==> src/rtl/pn9_burst_ctrl.sv <==
// pn9_burst_ctrl: runs one burst of PN9 words from an external LFSR datapath,
// buffering them in a small FIFO with a last-word tag and a valid/ready output.
// The datapath cannot stall, so backpressure that fills the FIFO is an
// overrun error that ends the burst.
// Optional: define PN9_BURST_CNT_EN to add a 16-bit completed-burst counter
// output (burst_cnt).
module pn9_burst_ctrl #(
    parameter int BURST_W    = 12,
    parameter int FIFO_DEPTH = 4
) (
    input  logic               clk,
    input  logic               reset,
    input  logic               start,
    input  logic               abort,
    input  logic [BURST_W-1:0] burst_len,
    input  logic               mode_sel,
    output logic               busy,
    output logic               done,
    output logic               overrun,
    output logic               pn_enable,
    output logic               pn_mode,
    input  logic [15:0]        pn_data,
    output logic [15:0]        out_data,
    output logic               out_valid,
    input  logic               out_ready,
    output logic               out_last
`ifdef PN9_BURST_CNT_EN
    ,
    output logic [15:0]        burst_cnt
`endif
);

    localparam int AW = (FIFO_DEPTH > 1) ? $clog2(FIFO_DEPTH) : 1;
    localparam int CW = AW + 1;

    typedef enum logic [1:0] {
        ST_IDLE  = 2'd0,
        ST_RUN   = 2'd1,
        ST_DRAIN = 2'd2
    } state_t;

    state_t             state_q,     state_d;
    logic [BURST_W-1:0] remaining_q, remaining_d;
    logic               pn_enable_q, pn_enable_d;
    logic               pn_mode_q,   pn_mode_d;
    logic               done_q,      done_d;
    logic               overrun_q,   overrun_d;
    logic [AW-1:0]      wr_ptr_q,    wr_ptr_d;
    logic [AW-1:0]      rd_ptr_q,    rd_ptr_d;
    logic [CW-1:0]      count_q,     count_d;
`ifdef PN9_BURST_CNT_EN
    logic [15:0]        burst_cnt_q, burst_cnt_d;
`endif

    // Word storage; no reset needed since head is masked while empty.
    logic [15:0] data_mem [FIFO_DEPTH];
    logic        last_mem [FIFO_DEPTH];

    logic push;
    logic pop;
    logic full;
    logic ovf;
    logic wr_en;
    logic push_last;

    // FIFO handshake and error detection. The first RUN cycle only raises
    // pn_enable, so words are taken only once the datapath is running.
    always_comb begin
        push      = (state_q == ST_RUN) && pn_enable_q;
        pop       = (count_q != '0) && out_ready;
        full      = (count_q == CW'(FIFO_DEPTH));
        ovf       = push && full && !pop;
        wr_en     = push && !ovf && !abort;
        push_last = (remaining_q == BURST_W'(1));
    end

    // Next-state logic: abort, then overrun, then normal sequencing.
    always_comb begin
        state_d     = state_q;
        remaining_d = remaining_q;
        pn_enable_d = pn_enable_q;
        pn_mode_d   = pn_mode_q;
        done_d      = 1'b0;
        overrun_d   = overrun_q;
        wr_ptr_d    = wr_ptr_q;
        rd_ptr_d    = rd_ptr_q;
        count_d     = count_q;

        if (abort) begin
            state_d     = ST_IDLE;
            pn_enable_d = 1'b0;
            wr_ptr_d    = '0;
            rd_ptr_d    = '0;
            count_d     = '0;
        end else if (ovf) begin
            overrun_d   = 1'b1;
            state_d     = ST_IDLE;
            pn_enable_d = 1'b0;
            wr_ptr_d    = '0;
            rd_ptr_d    = '0;
            count_d     = '0;
        end else begin
            wr_ptr_d = wr_ptr_q + AW'(wr_en);
            rd_ptr_d = rd_ptr_q + AW'(pop);
            count_d  = count_q + CW'(wr_en) - CW'(pop);

            case (state_q)
                ST_IDLE: begin
                    pn_enable_d = 1'b0;
                    if (start) begin
                        remaining_d = burst_len;
                        pn_mode_d   = mode_sel;
                        overrun_d   = 1'b0;
                        if (burst_len == '0) begin
                            done_d = 1'b1;
                        end else begin
                            state_d = ST_RUN;
                        end
                    end
                end
                ST_RUN: begin
                    if (!pn_enable_q) begin
                        pn_enable_d = 1'b1;
                    end else begin
                        if (remaining_q != '0) begin
                            remaining_d = remaining_q - BURST_W'(1);
                        end
                        if (remaining_q <= BURST_W'(1)) begin
                            state_d     = ST_DRAIN;
                            pn_enable_d = 1'b0;
                        end
                    end
                end
                ST_DRAIN: begin
                    pn_enable_d = 1'b0;
                    if (count_q == '0) begin
                        done_d  = 1'b1;
                        state_d = ST_IDLE;
                    end
                end
                default: begin
                    state_d     = ST_IDLE;
                    pn_enable_d = 1'b0;
                end
            endcase
        end
    end

`ifdef PN9_BURST_CNT_EN
    // Count every completed burst, wrapping at 16 bits.
    always_comb begin
        burst_cnt_d = burst_cnt_q + 16'(done_d);
    end
`endif

    // Control and pointer registers with synchronous reset.
    always_ff @(posedge clk) begin
        if (reset) begin
            state_q     <= ST_IDLE;
            remaining_q <= '0;
            pn_enable_q <= 1'b0;
            pn_mode_q   <= 1'b0;
            done_q      <= 1'b0;
            overrun_q   <= 1'b0;
            wr_ptr_q    <= '0;
            rd_ptr_q    <= '0;
            count_q     <= '0;
`ifdef PN9_BURST_CNT_EN
            burst_cnt_q <= '0;
`endif
        end else begin
            state_q     <= state_d;
            remaining_q <= remaining_d;
            pn_enable_q <= pn_enable_d;
            pn_mode_q   <= pn_mode_d;
            done_q      <= done_d;
            overrun_q   <= overrun_d;
            wr_ptr_q    <= wr_ptr_d;
            rd_ptr_q    <= rd_ptr_d;
            count_q     <= count_d;
`ifdef PN9_BURST_CNT_EN
            burst_cnt_q <= burst_cnt_d;
`endif
        end
    end

    // Word store: capture the presented datapath word and its last tag.
    always_ff @(posedge clk) begin
        if (!reset && wr_en) begin
            data_mem[wr_ptr_q] <= pn_data;
            last_mem[wr_ptr_q] <= push_last;
        end
    end

    assign busy      = (state_q != ST_IDLE);
    assign done      = done_q;
    assign overrun   = overrun_q;
    assign pn_enable = pn_enable_q;
    assign pn_mode   = pn_mode_q;
    assign out_valid = (count_q != '0);
    assign out_data  = out_valid ? data_mem[rd_ptr_q] : 16'h0000;
    assign out_last  = out_valid ? last_mem[rd_ptr_q] : 1'b0;
`ifdef PN9_BURST_CNT_EN
    assign burst_cnt = burst_cnt_q;
`endif

endmodule

==> config.mk <==
export PLATFORM = sky130hd
export DESIGN_NAME = pn9_burst_ctrl
export DESIGN_NICKNAME = d
export VERILOG_FILES = /design/src/rtl/pn9_burst_ctrl.sv
export SDC_FILE = /design/constraint.sdc
export NUM_CORES = 1
export LEC_CHECK = 0
export BUFFER_PORTS_ARGS = -buffer_cell sky130_fd_sc_hd__buf_2
export CORE_ASPECT_RATIO = 1.75
export CORE_MARGIN = 3
export CORE_UTILIZATION = 42
export CTS_BUF_LIST = sky130_fd_sc_hd__clkbuf_4
export DETAILED_ROUTE_END_ITERATION = 10
export GPL_ROUTABILITY_DRIVEN = 0
export GPL_TIMING_DRIVEN = 0
export RECOVER_POWER = 50
export SYNTH_ARGS = -nofsm -noshare
export SYNTH_HDL_FRONTEND = slang
export SYNTH_SLANG_ARGS = --single-unit
==> constraint.sdc <==
create_clock -name clk -period 3.54 [get_ports clk]
set_clock_uncertainty 0.15 [all_clocks]
set_input_delay 0.354 -clock clk [delete_from_list [all_inputs] [get_ports clk]]
set_output_delay 0.354 -clock clk [all_outputs]
set_load 0.01 [all_outputs]
# == Word-level counts from Yosys, hierarchy flattened ==
# Memories as Yosys holds them, arrays and structs flattened. A register that Yosys moved wholly into a read port is not among the register bits.
# Cells that the tools add are included.
# totals
regBits,25
mem_bits_rw,68
input_bits,34
output_inout_bits,23
word_cells,81
memories,2
# op_classes
add_sub_neg,5
magnitude_cmp,1
eq_ne,10
mux,25
bitwise_logic,3
n_reduce_logical,26
# memory_table
name,depth,width,read_ports,rd_ports_with_merged_regs,write_ports,line,source
data_mem,4,16,1,1,1,56,logic [15:0] data_mem [FIFO_DEPTH];
last_mem,4,1,1,1,1,57,logic last_mem [FIFO_DEPTH];
# op_table
operator,count
$mux 12,3
$pmux 12 s2,1
$mux 16,1
$mux 2,7
$eq 12x1->1 const B,1
$le 12x1->1 const B,1
$logic_not 12->1,1
$reduce_bool 12->1,1
$sub 12x1->12 const B,1
$mux 1,11
$ne 2x2->1 const B,4
$reduce_bool 2->1,4
$logic_and 1x1->1,7
$pmux 2 s3,1
$reduce_and 6->1,1
$reduce_and 5->1,1
$add 2x1->2,2
$logic_not 1->1,4
$ne 2x1->1 const B,2
$reduce_and 4->1,1
$reduce_or 4->1,1
$add 3x1->3,1
$eq 3x3->1 const B,1
$logic_not 3->1,1
other kinds (9),11

# == Depth between registers and ports, before layout ==
# depth
word_depth,10
mapped_depth,11
depth_no_buf,11

# == Least setup slack after synthesis ==
# Ideal clock, no wire load.
# synth_timing
kind,register to register
start,reg state_q[0]
end,mem data_mem[2][0] (enable)
setup_time_ns,0.441
t_arrival_ns,2.958
required_ns,2.949
slack_ns,-0.009
stages_incl_launch_ff,6
path_buffers,1
period_less_slack_ns,3.549
path_cell_list,dfxtp_1 > nor2b_1 > and3_1 > or3_1 > buf_2 > nor4b_1
# synth_via
elab_chain_cells,10
# synth_lines
element,line,source
start: declaration,42,"state_t state_q, state_d;"
start signal: assignment,172,state_q <= state_d;
$eq 2x1->1 *,69,push = (state_q == ST_RUN) && pn_enable_q;
$logic_and 1x1->1 *,69,
$logic_and 1x1->1 (2 in series),72,ovf = push && full && !pop;
$logic_not 1->1,73,wr_en = push && !ovf && !abort;
$logic_and 1x1->1 * (2 in series),73,
$logic_and 1x1->1 *,189,if (!reset && wr_en) begin
$mux 1 *,189,
$mux 1 (implied by the code) *,190,data_mem[wr_ptr_q] <= pn_data;
end: declaration,56,
# Every way passes the cells marked *; elsewhere a longest branch is shown, timed or not.

==> summary.md <==
| Metric | Value |
|---|---|
| Combinational cell fraction of total power | `7.3%` |
| Worst Hold Class | `input port to flop` |
| RSZ-0062 raised after global routing | `false` |
| Leading area contributor after synthesis | `edfxtp_1` |
| VDD IR max | `0.222 mV` |
| Worst Reg-to-Reg Cells | `11` |
| Max-Cap Viols | `0` |
| WHS Path Cells | `3` |
| CTS max path bufs | `2` |
| Row count | `47` |
| Worst-skew pair later-pin latency | `430 ps` |
| Power Internal | `1.55 mW` |
| Drt wl/cell | `16.0 µm` |
| Fmax | `339 MHz` |
| Setup repair bufs after CTS | `0` |
| Average cell area after synthesis | `14.1 µm²` |
| Drt drc | `0` |
| Finished Cell Area | `4820 µm²` |
| Post-synth cell types | `51` |
| Register share of total power | `60.4%` |
| Worst slew margin | `39.4%` |
| Remaining antenna violation count | `0` |
| Yosys top cell area share | `50.1%` |
| Top cells by area, synth | `edfxtp_1 50%, dfxtp_1 12%, mux4_2 9.4%, nor2b_1 3.1%, ha_1 2.1%` |
| Worst Path Arrival | `2450 ps` |
| Die footprint | `11000 µm²` |
| Sw Pwr | `416 µW` |
| Clock slew at reported path FFs | `120 ps` |
| First-pass GRT wire length | `13100 µm` |
| Vias per cell | `5.18` |
| Pleak | `1.66 nW` |
| Initial antenna violation count | `1` |
| # hold bufs at CTS | `17` |
| Worst-Margin Slew | `910 ps` |
| Overall Power | `1.96 mW` |
| Crit Path Category | `flop to primary output` |
| Count of input and output buffers | `55` |
| Final Max Tran Viols | `0` |
| Post-Syn Area | `4070 µm²` |
| Global route total overflow | `0` |
| Post-CTS sizing | `0` |
| Min cycle time layout | `2950 ps` |
| Post-DP HPWL | `5890 µm` |
| Nets | `418` |
| Synth top cells by count | `68 x edfxtp_1, 25 x dfxtp_1, 21 x nor2_1, 20 x nor2b_1, 17 x mux4_2` |
| Final core occ | `50.9%` |
| CTS tree | `built` |
| CP Capture Type | `primary output` |
| Starting density of the core | `43.0%` |
| Most common cell in the netlist | `edfxtp_1` |
| Placed cell area | `4560 µm²` |
| Data required time of the worst path | `3040 ps` |
| Post-Syn Instances | `289` |
| Sequential area share after synthesis | `62.4%` |
| Syn-to-layout area delta | `18.3%` |
| Power density over the cells | `407 nW/µm²` |
| Yosys warning count | `0` |
| GRT Total Usage | `16.1%` |
| TritonCTS buffer count | `9` |
| Via count | `2611` |
| CTS root buffer | `clkbuf_4` |
| Syn_nets | `331` |
| Die H | `136 µm` |
| CP Max Fanout | `10` |
| Part of the cycle the worst path needs | `83.3%` |
| Layout cells sized above 1 | `21.8%` |
| Hold Fails Final Rpt | `0` |
| Final-report setup violation count | `0` |
| Dominant synthesized flop cell | `edfxtp_1` |
| Pin count of the biggest net entering global routing | `18` |
| Drt pass-1 iters | `5` |
| Post-synth EDFFs | `68` |
| Switching part of the total | `21.2%` |
| Die Wd | `80.5 µm` |
| Synth async-reset ratio | `0%` |
| CTS Sinks | `93` |
| H-tree levels | `3` |
| DR iter-0 viols | `123` |
| Status | `completed` |
| Area of the core | `9470 µm²` |
| Clk pwr share | `32.3%` |
| Ports | `57` |
| #FFs+latches synth | `93` |
| Critical Path Start Type | `flop` |
| Vias in the first global route | `2643` |
| Total detailed-routing wirelength | `8070 µm` |
per-stage QoR:
| step | setup TNS, ps | worst slack (ps) | hold slack [ps] | instances |
|---|---|---|---|---|
| finish | 0 | 589 | 89.2 | 504 |
| global route | 0 | 400 | 66.3 | 504 |
| CTS | 0 | 463 | 51.6 | 503 |
| detailed placement | 0 | 637 | 320 | 470 |
| global placement | -21750 | -1280 | 311 | 466 |
| floorplan | 0 | 177 | 303 | 289 |
final timing paths:
path / start / to / slack [ps]
worst min-delay path: burst_len[0] / remaining_q[0] / 90
worst max register to register: count_q[1] / count_q[2] / 650
worst min register to register: overrun / overrun / 330
worst max-delay path: rd_ptr_q[1] / out_data[10] / 590
critical path, stage by stage (launching register included):
cell and delay [ps]:
dfxtp_1 330, clkbuf_1 440, clkbuf_1 540, mux4_2 400, nor2b_1 140, buf_2 160
cells by family (layout without fill, tap and decap cells):
kind of cell / count (synthesis) / in the layout / synth area share (%)
AND/OR/NAND/NOR: 101 / 101 / 14.9
buffers and inverters: 25 / 117 / 2.86
adder cells (fa/ha/maj): 8 / 8 / 2.64
other: 0 / 1 / 0
XOR/XNOR: 6 / 6 / 1.29
flip-flops: 93 / 93 / 62.4
multiplexers: 19 / 19 / 9.92
AO/OA/AOI/OAI: 37 / 37 / 6.02
sequential cells by signal, indices dropped and copies added (netlist names):
register     count
data_mem        64
remaining_q     12
last_mem         4
count_q          3
rd_ptr_q         2
state_q          2
wr_ptr_q         2
done             1
overrun          1
pn_enable        1
pn_mode          1
power groups by stage:
stage,logic (mW),registers (mW),clock network [mW]
detailed placement,0.138,1.21,0
finish,0.144,1.19,0.634
global placement,0.136,1.21,0
floorplan,0.0850,1.21,0
global route,0.161,1.19,0.695
CTS,0.153,1.19,0.660
layout make-up:
cell class / count / area, µm²
fillers: 870 / 4650
well taps: 122 / 153
inverters: 10 / 37.5
flip-flops and latches: 93 / 2540
diodes: 1 / 2.50
clock inverters: 4 / 75.1
clock buffers: 12 / 90.1
multi-input cells: 171 / 1400
repair buffers: 76 / 457
plain buffers: 15 / 58.8
layer usage:
layer / routed length [µm] / vias up / track usage, %
met5: 0 / - / 0
met4: 257 / 0 / 8.46
met3: 301 / 19 / 2.72
met2: 4430 / 68 / 29.0
met1: 3090 / 1261 / 17.6
li1: - / 1263 / -
cell usage in the layout, fill, tap and decap left out, types with 2 or more instances in the layout:
cell type,instances
o21ai_0,4
clkbuf_1,34
or3_1,2
xor2_1,3
dlygate4sd3_1,17
nor2_1,21
a21oi_1,15
a21oi_2,2
buf_4,3
nor2b_1,20
nand3b_1,2
inv_1,10
buf_2,36
edfxtp_1,68
ha_1,7
mux4_2,17
o32ai_1,3
clkbuf_4,12
dfxtp_1,25
and3_1,2
a21o_1,2
nand3_1,5
nand2_1,11
xnor2_1,3
nor3b_1,4
nor3_2,2
o21ai_1,2
a211o_1,3
nor4_1,5
nor3_1,9
nand2b_1,7
bufinv_16,2
clkinvlp_4,2
Note: power is estimated with default switching activity, not from simulation.
